**config.mk**
```make
export PLATFORM = sky130hd
export DESIGN_NAME = frame_geometry_monitor
export DESIGN_NICKNAME = d
export VERILOG_FILES = /design/src/rtl/isp_common_pkg.sv /design/src/rtl/axis_lock_tracker.sv /design/src/rtl/frame_geometry_monitor.sv
export SDC_FILE = /design/constraint.sdc
export NUM_CORES = 1
export LEC_CHECK = 0
export ABC_AREA = 1
export CORE_ASPECT_RATIO = 1.2
export CORE_MARGIN = 8
export CORE_UTILIZATION = 59
export DETAILED_ROUTE_END_ITERATION = 16
export GPL_TIMING_DRIVEN = 0
export HOLD_SLACK_MARGIN = 0.12
export PLACE_DENSITY = 0.86
export RECOVER_POWER = 100
export SYNTH_ARGS = -nofsm -noshare
export SYNTH_HDL_FRONTEND = slang
export SYNTH_SLANG_ARGS = --single-unit
export TNS_END_PERCENT = 100
```
**constraint.sdc**
```tcl
create_clock -name clk -period 2.83 [get_ports clk]
set_input_delay 0.283 -clock clk [delete_from_list [all_inputs] [get_ports clk]]
set_output_delay 0.283 -clock clk [all_outputs]
set_load 0.01 [all_outputs]
```
**src/rtl/isp_common_pkg.sv**
```systemverilog
// Shared ISP types and helpers: per-axis lock state and a saturating increment.
// sat_inc works on values up to 32 bits; callers cast to and from their own width.
package isp_common_pkg;

    typedef enum logic [0:0] {
        UNLOCKED = 1'b0,
        LOCKED   = 1'b1
    } lock_state_e;

    function automatic logic [31:0] sat_inc(input logic [31:0] value, input logic [31:0] max_value);
        logic [31:0] result;
        if (value >= max_value) begin
            result = value;
        end else begin
            result = value + 32'd1;
        end
        return result;
    endfunction

endpackage

```
**src/rtl/axis_lock_tracker.sv**
```systemverilog
// One measurement axis: length counter, compare, and lock FSM with hysteresis.
// Optional saturating error counter when FRAME_GEOM_ERRCNT_EN is defined. CNT_W up to 32.
module axis_lock_tracker
    import isp_common_pkg::*;
#(
    parameter int CNT_W    = 16,
    parameter int LOCK_CNT = 15,
    parameter int LOSS_CNT = 2
) (
    input  logic             clk,
    input  logic             reset,
    input  logic             evt,
    input  logic             cnt_en,
    input  logic [CNT_W-1:0] expected,
    output logic [CNT_W-1:0] meas_len,
    output logic             locked,
    output logic             mismatch
`ifdef FRAME_GEOM_ERRCNT_EN
    ,
    output logic [15:0]      err_cnt
`endif
);

    localparam int MATCH_W = $clog2(LOCK_CNT + 1);
    localparam int MISS_W  = $clog2(LOSS_CNT + 1);
    localparam logic [CNT_W-1:0]   CNT_MAX  = '1;
    localparam logic [CNT_W-1:0]   CNT_ONE  = CNT_W'(1);
    localparam logic [MATCH_W-1:0] LOCK_TGT = MATCH_W'(LOCK_CNT);
    localparam logic [MISS_W-1:0]  LOSS_TGT = MISS_W'(LOSS_CNT);

    logic [CNT_W-1:0]   cnt_r, cnt_s;
    logic               armed_r, armed_s;
    lock_state_e        state_r, state_s;
    logic [MATCH_W-1:0] match_cnt_r, match_cnt_s, match_inc_s;
    logic [MISS_W-1:0]  miss_cnt_r, miss_cnt_s, miss_inc_s;
    logic [CNT_W-1:0]   meas_len_r, meas_len_s;
    logic               mismatch_r, mismatch_s;
    logic               hit_s;

    // Next-state: counting, measurement on armed events, and lock hysteresis.
    always_comb begin
        cnt_s       = cnt_r;
        armed_s     = armed_r;
        state_s     = state_r;
        match_cnt_s = match_cnt_r;
        miss_cnt_s  = miss_cnt_r;
        meas_len_s  = meas_len_r;
        mismatch_s  = 1'b0;
        // A zero target or a saturated counter can never count as a match.
        hit_s       = (cnt_r == expected) && (expected != '0) && (cnt_r != CNT_MAX);
        match_inc_s = MATCH_W'(sat_inc(32'(match_cnt_r), 32'(LOCK_CNT)));
        miss_inc_s  = MISS_W'(sat_inc(32'(miss_cnt_r), 32'(LOSS_CNT)));
        if (evt) begin
            cnt_s   = CNT_ONE;
            armed_s = 1'b1;
            if (armed_r) begin
                meas_len_s = cnt_r;
                mismatch_s = ~hit_s;
                case (state_r)
                    UNLOCKED: begin
                        if (hit_s) begin
                            match_cnt_s = match_inc_s;
                            if (match_inc_s == LOCK_TGT) begin
                                state_s    = LOCKED;
                                miss_cnt_s = '0;
                            end else begin
                                state_s = UNLOCKED;
                            end
                        end else begin
                            match_cnt_s = '0;
                        end
                    end
                    LOCKED: begin
                        if (hit_s) begin
                            miss_cnt_s = '0;
                        end else begin
                            miss_cnt_s = miss_inc_s;
                            if (miss_inc_s == LOSS_TGT) begin
                                state_s     = UNLOCKED;
                                match_cnt_s = '0;
                            end else begin
                                state_s = LOCKED;
                            end
                        end
                    end
                    default: state_s = UNLOCKED;
                endcase
            end else begin
                meas_len_s = meas_len_r;
            end
        end else if (cnt_en) begin
            cnt_s = CNT_W'(sat_inc(32'(cnt_r), 32'(CNT_MAX)));
        end else begin
            cnt_s = cnt_r;
        end
    end

    // State and output registers.
    always_ff @(posedge clk) begin
        if (reset) begin
            cnt_r       <= '0;
            armed_r     <= 1'b0;
            state_r     <= UNLOCKED;
            match_cnt_r <= '0;
            miss_cnt_r  <= '0;
            meas_len_r  <= '0;
            mismatch_r  <= 1'b0;
        end else begin
            cnt_r       <= cnt_s;
            armed_r     <= armed_s;
            state_r     <= state_s;
            match_cnt_r <= match_cnt_s;
            miss_cnt_r  <= miss_cnt_s;
            meas_len_r  <= meas_len_s;
            mismatch_r  <= mismatch_s;
        end
    end

    assign meas_len = meas_len_r;
    assign locked   = (state_r == LOCKED);
    assign mismatch = mismatch_r;

`ifdef FRAME_GEOM_ERRCNT_EN
    logic [15:0] err_cnt_r;

    // Error counter steps together with the mismatch pulse; cleared only by reset.
    always_ff @(posedge clk) begin
        if (reset) begin
            err_cnt_r <= 16'h0000;
        end else if (mismatch_s) begin
            err_cnt_r <= 16'(sat_inc(32'(err_cnt_r), 32'h0000_FFFF));
        end else begin
            err_cnt_r <= err_cnt_r;
        end
    end

    assign err_cnt = err_cnt_r;
`endif

endmodule

```
**src/rtl/frame_geometry_monitor.sv**
```systemverilog
// Passive line-length / frame-height monitor with per-axis lock tracking.
// Define FRAME_GEOM_ERRCNT_EN to add the h_err_cnt / v_err_cnt ports.
module frame_geometry_monitor
    import isp_common_pkg::*;
#(
    parameter int CNT_W    = 16,
    parameter int LOCK_CNT = 15,
    parameter int LOSS_CNT = 2
) (
    input  logic             clk,
    input  logic             reset,
    input  logic             in_valid,
    input  logic             hstart,
    input  logic             fstart,
    input  logic [CNT_W-1:0] h_pixel,
    input  logic [CNT_W-1:0] v_pixel,
    output logic [CNT_W-1:0] h_len,
    output logic [CNT_W-1:0] v_len,
    output logic             h_locked,
    output logic             v_locked,
    output logic             locked,
    output logic             h_mismatch,
    output logic             v_mismatch
`ifdef FRAME_GEOM_ERRCNT_EN
    ,
    output logic [15:0]      h_err_cnt,
    output logic [15:0]      v_err_cnt
`endif
);

    logic h_evt_s, h_inc_s, v_evt_s, v_inc_s;

    // fstart also opens a line, so it is a vertical event rather than a line increment.
    assign h_evt_s = in_valid & hstart;
    assign h_inc_s = in_valid;
    assign v_evt_s = in_valid & fstart;
    assign v_inc_s = in_valid & hstart & ~fstart;

    axis_lock_tracker #(.CNT_W(CNT_W), .LOCK_CNT(LOCK_CNT), .LOSS_CNT(LOSS_CNT)) u_h_axis (
        .clk      (clk),
        .reset    (reset),
        .evt      (h_evt_s),
        .cnt_en   (h_inc_s),
        .expected (h_pixel),
        .meas_len (h_len),
        .locked   (h_locked),
        .mismatch (h_mismatch)
`ifdef FRAME_GEOM_ERRCNT_EN
        ,
        .err_cnt  (h_err_cnt)
`endif
    );

    axis_lock_tracker #(.CNT_W(CNT_W), .LOCK_CNT(LOCK_CNT), .LOSS_CNT(LOSS_CNT)) u_v_axis (
        .clk      (clk),
        .reset    (reset),
        .evt      (v_evt_s),
        .cnt_en   (v_inc_s),
        .expected (v_pixel),
        .meas_len (v_len),
        .locked   (v_locked),
        .mismatch (v_mismatch)
`ifdef FRAME_GEOM_ERRCNT_EN
        ,
        .err_cnt  (v_err_cnt)
`endif
    );

    assign locked = h_locked & v_locked;

endmodule

```
==> flow_summary_export.csv, run 1 <==
group,metric,value,unit
place,dp.cells,875,
global_route,grt_pass1_wl,22100,um
place,place_congestion,0.997,
clocking,numCtsBuffers,9,
place,dpl.hpwl,10400,um
setup_path,critical_path_required,3.05,ns
die,io_pins,74,
cells_and_area,syn_to_final_growth,19.3,%
setup_path,cp_top_family,"simple AND/OR/NAND/NOR gates",
timing,tightest_slew,0.733,ns
cells_and_area,drive_gt1_share,7.04,%
global_route,grt_pass1_vias,4857,
cells_and_area,layout.nets,834,
logic_synthesis,synth_cell_types,39,
die,die_y,115,um
cells_and_area,fill_cells,677,
flow_run,drv_cap,0,
logic_synthesis,synth_nets,751,
routing,drc,0,
clocking,cts_max_level,3,
power_and_ir_drop,leakage,2.54,nW
logic_synthesis,async_flop_share,0,%
clocking,post_cts_buffers,0,
timing,setup_violations,0,
timing,hold_viol,0,
logic_synthesis,syn_area_per_cell,6.76,um2
logic_synthesis,synth_warnings,0,
timing,clock_skew,0.00959,ns
clocking,clkLatencyLatePin,0.36,ns
clocking,clk_pin_slew,0.08,ns
routing,drtAntennaViolNets,0,
clocking,cts_buffer_depth,2,
logic_synthesis,synthesis.area,4790,um2
logic_synthesis,synth-main-ff-cell,"dfxtp_1",
cells_and_area,num_antenna_cells,0,
setup_path,cp-start-kind,"input port",
global_route,grt_usage,24.3,%
power_and_ir_drop,vdd_drop_max,0.311,mV
hold_path,min_path_type,"in -> reg",
clocking,postCtsHoldBufs,0,
timing,finalMaxSlewViolations,0,
clocking,ctsResizeCount,0,
clocking,root_buffer,"clkbuf_8",
place,dp_slack,0.564,ns
die,start_util,59.7,%
die,core,8020,um2
routing,drtPass1Iterations,5,
timing,max_clock_freq,0.440,GHz
global_route,antenna_found_initial,0,
setup_path,crit_slowest_cell,"dlygate4sd3_1",
routing,vias,4865,
logic_synthesis,synth_seq_cells,82,
timing,max_slew_margin,51.0,%
power_and_ir_drop,p_per_area,391,nW/um2
setup_path,cp_common_cell,"nor2_1",
setup_path,end_kind,"flop",
setup_path,timing.critical_path.buf_inv,3,
timing,tns,0,ns
setup_path,path_class,"in -> reg",
timing,min_period,2.27,ns
setup_path,cp_cell_sequence,"dlygate4sd3_1, nand2_2, nor2_1, inv_2, nor2_1, inv_1, nand3_1, a21oi_1",
cells_and_area,utilization,71.3,%
logic_synthesis,netlist_instances,708,
setup_path,critPathMaxFanout,10,
logic_synthesis,synth-seq-area-share,34.3,%
timing,rsz0062_at_grt,"no",
global_route,grt_start_max_net_pins,15,
routing,post_drt_wl_per_cell,15.1,um
setup_path,cpPeakStageDelay,0.63,ns
clocking,clkSinkCount,82,
power_and_ir_drop,p_total,2.24,mW
routing,viasPerCell,5.46,
global_route,grt_overflow_total,0,
routing,initialDrtViolationCount,393,
logic_synthesis,synth_edf_count,0,
setup_path,critical_path_arrival,2.50,ns
clocking,cts_tree,"built",
die,die-area,11300,um2
die,num_rows,36,
routing,wl,13500,um
timing,period_share,80.4,%
place,portBuffers,72,
timing,setup_slack,0.555,ns
die,fp.dieW,98.2,um
status,outcome,"complete, no violations",
cells_and_area,final_cell_count_no_fill,891,
-- final cells by class --
cell class | count | area, um2 | share of cell area (%)
multi-input cells | 518 | 2610 | 45.7
flip-flops and latches | 82 | 1640 | 28.7
repair buffers | 72 | 721 | 12.6
inverters | 88 | 332 | 5.80
clock buffers | 11 | 141 | 2.47
well taps | 95 | 119 | 2.08
plain buffers | 20 | 113 | 1.97
clock inverters | 5 | 37.5 | 0.657
-- synth_stat cells (4+ instances only) --
library cell    n  area (um2)
and2_1          4        25.0
nor2_2          5        31.3
nand2_4         5        56.3
nor2_1        106         398
xnor2_1        23         201
ha_1            6        75.1
nand2_2        11        68.8
clkbuf_1       10        37.5
o21ai_1         7        35.0
nand3_1        53         265
o21ai_0        42         210
xor2_1         15         131
inv_2           9        33.8
nor2_8          4        80.1
a21oi_1        58         290
inv_1          76         285
nor3_1          7        35.0
nand4_1         8        50.1
nor2_4          6        67.6
buf_2           4        20.0
dfxtp_1        82        1640
nand2_1       141         529
-- per-layer routing --
layer  track usage (%)  part of all wire [%]
met5                 0                     0
met4              13.1                   4.0
met3              5.35                   6.2
met2              44.2                    50
met1              25.5                    40
-- logic make-up after synthesis --
| group | Yosys count | synth area share (%) |
|---|---|---|
| AND/OR/NAND/NOR | 363 | 36.1 |
| AO/OA/AOI/OAI | 111 | 11.8 |
| buffers and inverters | 108 | 9.30 |
| flip-flops | 82 | 34.3 |
| XOR/XNOR | 38 | 6.95 |
| adder cells (fa/ha/maj) | 6 | 1.57 |
-- registers in the layout, summed over array words and instances, names as in the netlist --
| signal | count |
|---|---|
| u_h_axis.armed_r | 1 |
| u_h_axis.cnt_r | 16 |
| u_h_axis.locked | 1 |
| u_h_axis.match_cnt_r | 4 |
| u_h_axis.meas_len | 16 |
| u_h_axis.mismatch | 1 |
| u_h_axis.miss_cnt_r | 2 |
| u_v_axis.armed_r | 1 |
| u_v_axis.cnt_r | 16 |
| u_v_axis.locked | 1 |
| u_v_axis.match_cnt_r | 4 |
| u_v_axis.meas_len | 16 |
| u_v_axis.mismatch | 1 |
| u_v_axis.miss_cnt_r | 2 |
-- worst paths after layout --
| kind | to | slack, ns | cells after the start | from |
|---|---|---|---|---|
| worst max register to register | u_h_axis.cnt_r[13]$_SDFFE_PP0P_ | 0.59 | 11 | u_h_axis.cnt_r[1]$_SDFFE_PP0P_ |
| worst max-delay path | u_h_axis.match_cnt_r[2]$_SDFFE_PP0P_ | 0.56 | 8 | in_valid |
| worst min-delay path | u_v_axis.cnt_r[0]$_SDFFE_PP0P_ | 0.33 | 2 | reset |
| worst min register to register | u_v_axis.armed_r$_SDFFE_PP0P_ | 0.46 | 2 | u_v_axis.armed_r$_SDFFE_PP0P_ |
-- where the power goes --
part / internal, mW / switching, mW / total [mW] / leakage, nW
logic: 0.117 / 0.144 / 0.261 / 1.79
clock network: 0.346 / 0.441 / 0.787 / 0.0859
registers: 1.18 / 0.0130 / 1.19 / 0.664
-- layout by cell type (no fill, tap or decap), types with 2 or more instances in the layout --
cell / Yosys / routed
nor2_8: 4 / 3
and2_1: 4 / 4
xor2_1: 15 / 15
buf_6: 3 / 3
o21ai_1: 7 / 3
nor3b_1: 1 / 2
nor3_1: 7 / 7
nand2_2: 11 / 8
clkbuf_8: 0 / 10
ha_1: 6 / 6
inv_2: 9 / 7
buf_2: 4 / 3
or2_1: 3 / 2
clkdlybuf4s50_1: 0 / 34
a21oi_1: 58 / 58
xnor2_1: 23 / 23
inv_1: 76 / 78
nand2_4: 5 / 3
dfxtp_1: 82 / 82
nor2_1: 106 / 114
clkbuf_1: 10 / 12
o21ai_0: 42 / 46
nor3_2: 2 / 2
dlygate4sd3_1: 0 / 38
nor2_2: 5 / 3
nand4_1: 8 / 8
buf_4: 3 / 3
nand3_1: 53 / 54
nand2_1: 141 / 146
nand3b_1: 2 / 2
clkinv_1: 2 / 2
clkinvlp_4: 0 / 2
-- through the flow --
| step | area, um2 | hold slack [ns] |
|---|---|---|
| after global placement | 5630 | 0.444 |
| final | 5710 | 0.333 |
| after CTS | 5810 | 0.324 |
| after detailed placement | 5630 | 0.450 |
| after global routing | 5710 | 0.337 |
| after floorplan | 4790 | 0.436 |
(Power assumes the default switching activity.)
==> inputs of run 2 (changes only) <==
--- a/config.mk
+++ b/config.mk
@@ -8,11 +8,11 @@
 export ABC_AREA = 1
 export CORE_ASPECT_RATIO = 1.2
 export CORE_MARGIN = 8
-export CORE_UTILIZATION = 59
+export CORE_UTILIZATION = 55
 export DETAILED_ROUTE_END_ITERATION = 16
 export GPL_TIMING_DRIVEN = 0
 export HOLD_SLACK_MARGIN = 0.12
-export PLACE_DENSITY = 0.86
+export PLACE_DENSITY = 0.81
 export RECOVER_POWER = 100
 export SYNTH_ARGS = -nofsm -noshare
 export SYNTH_HDL_FRONTEND = slang
==> constraint.sdc (replaced) <==
create_clock -name clk -period 2.2 [get_ports clk]
set_input_delay 0.22 -clock clk [delete_from_list [all_inputs] [get_ports clk]]
set_output_delay 0.22 -clock clk [all_outputs]
set_load 0.01 [all_outputs]
==> run 2 against run 1 <==
Total power up 36%. Critical endpoint is now u_v_axis.cnt_r[12]$_SDFFE_PP0P_. Clock skew increased by 0.0034 ns. Worst hold slack lost 0.054 ns. Sequential share of layout area is 0.57 points lower. Via count down 1.2%. Clock power grew 50%.
==> flow_summary_export.csv, run 2 (synthesized netlist as in run 1, its figures left out) <==
group,metric,value,unit
status,outcome,"complete, no violations",
hold_path,min_path_type,"in -> reg",
timing,max_slew_margin,60.9,%
setup_path,timing.critical_path.buf_inv,3,
die,die_y,118,um
global_route,grt_overflow_total,0,
clocking,numCtsBuffers,9,
clocking,root_buffer,"clkbuf_8",
timing,max_clock_freq,0.501,GHz
die,core,8520,um2
power_and_ir_drop,p_per_area,523,nW/um2
routing,viasPerCell,5.27,
die,die-area,12000,um2
place,portBuffers,72,
clocking,cts_buffer_depth,2,
cells_and_area,layout.nets,834,
timing,setup_slack,0.205,ns
setup_path,crit_slowest_cell,"dlygate4sd3_1",
setup_path,end_kind,"flop",
global_route,grt_pass1_wl,22100,um
routing,drc,0,
setup_path,r2r-end,"u_v_axis.cnt_r[5]$_SDFFE_PP0P_",
cells_and_area,num_antenna_cells,0,
clocking,postCtsHoldBufs,0,
setup_path,path_class,"in -> reg",
setup_path,ff2ff_path_depth,9,
routing,drtAntennaViolNets,0,
cells_and_area,layout_common_cells,"nand2_1, nor2_1, dfxtp_1",
die,start_util,56.2,%
cells_and_area,multi_input_area,2660,um2
power_and_ir_drop,vdd_drop_max,0.429,mV
power_and_ir_drop,leakage,2.57,nW
clocking,ctsResizeCount,0,
clocking,cts_tree,"built",
routing,initialDrtViolationCount,246,
cells_and_area,utilization,68.4,%
timing,setup_violations,0,
cells_and_area,drive_gt1_share,7.80,%
setup_path,cp_cell_sequence,"dlygate4sd3_1, nand2_1, inv_1, nor2_1, clkinv_1, a211oi_1",
timing,tns,0,ns
timing,hold_slack,0.279,ns
die,num_rows,37,
setup_path,critical_path_arrival,2.26,ns
die,io_pins,74,
timing,finalMaxSlewViolations,0,
routing,post_drt_wl_per_cell,14.7,um
global_route,grt_start_max_net_pins,14,
clocking,post_cts_buffers,0,
cells_and_area,final_cell_count_no_fill,912,
setup_path,reg2reg_from,"u_v_axis.cnt_r[0]$_SDFFE_PP0P_",
global_route,grt_pass1_vias,4752,
cells_and_area,final_common_cell,"nand2_1",
clocking,clk_pin_slew,0.08,ns
setup_path,cp_top_family,"buffers and inverters",
timing,period_share,90.7,%
setup_path,r2r_slack,0.30,ns
flow_run,drv_cap,0,
setup_path,timing.critical_path.to,"u_v_axis.cnt_r[12]$_SDFFE_PP0P_",
routing,drtPass1Iterations,5,
setup_path,crit_path_start,"in_valid",
cells_and_area,regArea,1640,um2
timing,hold_viol,0,
cells_and_area,fill_cells,758,
die,fp.dieW,101,um
place,dpl.hpwl,10500,um
setup_path,critical_path_required,2.46,ns
global_route,antenna_found_initial,0,
cells_and_area,syn_to_final_growth,21.7,%
clocking,clkSinkCount,82,
timing,clock_skew,0.0130,ns
timing,tightest_slew,0.586,ns
clocking,clkLatencyLatePin,0.36,ns
place,place_congestion,0.952,
global_route,grt_usage,23.0,%
place,dp_slack,-0.0532,ns
routing,wl,13400,um
routing,vias,4805,
place,dp.cells,897,
timing,rsz0062_at_grt,"no",
setup_path,cp-start-kind,"input port",
setup_path,critPathMaxFanout,9,
clocking,cts_max_level,3,
setup_path,cpPeakStageDelay,0.62,ns
timing,min_period,1.99,ns
setup_path,path_depth,6,
-- run 2: power breakdown --
group / total, mW / leakage [nW] / internal [mW] / switching [mW]
sequential: 1.53 / 0.664 / 1.51 / 0.0179
combinational: 0.340 / 1.80 / 0.152 / 0.188
clock: 1.18 / 0.105 / 0.616 / 0.563
total: 3.05 / 2.57 / 2.28 / 0.769
-- run 2: worst min-delay path by stage --
stage                                             start                              to  slack (ns)  cells after the start
after floorplan                                  fstart   u_v_axis.armed_r$_SDFFE_PP0P_        0.40                      2
after global placement    u_v_axis.armed_r$_SDFFE_PP0P_   u_v_axis.armed_r$_SDFFE_PP0P_        0.44                      2
after global routing                              reset  u_v_axis.cnt_r[0]$_SDFFE_PP0P_        0.30                      2
after detailed placement  u_v_axis.armed_r$_SDFFE_PP0P_   u_v_axis.armed_r$_SDFFE_PP0P_        0.46                      2
final                                             reset  u_h_axis.cnt_r[0]$_SDFFE_PP0P_        0.28                      2
after CTS                                         reset  u_h_axis.cnt_r[0]$_SDFFE_PP0P_        0.28                      2
-- run 2: through the flow --
stage	power [mW]	area, um2
final	3.05	5830
after detailed placement	1.92	5660
after CTS	3.07	5870
after floorplan	1.74	4790
after global placement	1.91	5660
after global routing	3.16	5830
-- run 2: worst reg2reg max path, delay by kind of cell (launching register included) --
family	cells	cell delay, ns
adders and majority gates	1	0.24
buffers and inverters	1	0.34
DFF	1	0.38
AOI/OAI and AO/OA	1	0.24
and+or+nand+nor	6	0.64
-- run 2: final cells by class --
type / count / area share, %
clock buffer: 12 / 2.83
inverter: 88 / 5.69
timing repair buffer: 72 / 12.4
sequential: 82 / 28.2
multi-input combinational: 518 / 45.7
buffer: 20 / 1.95
tap: 117 / 2.51
clock inverter: 3 / 0.794
-- run 2: metal layers --
layer	share of wire, %	vias to the layer above	global-route usage (%)
li1	-	2410	-
met3	5.5	43	4.29
met5	0	-	0
met2	51	158	41.5
met4	4.2	0	11.9
met1	40	2194	24.6
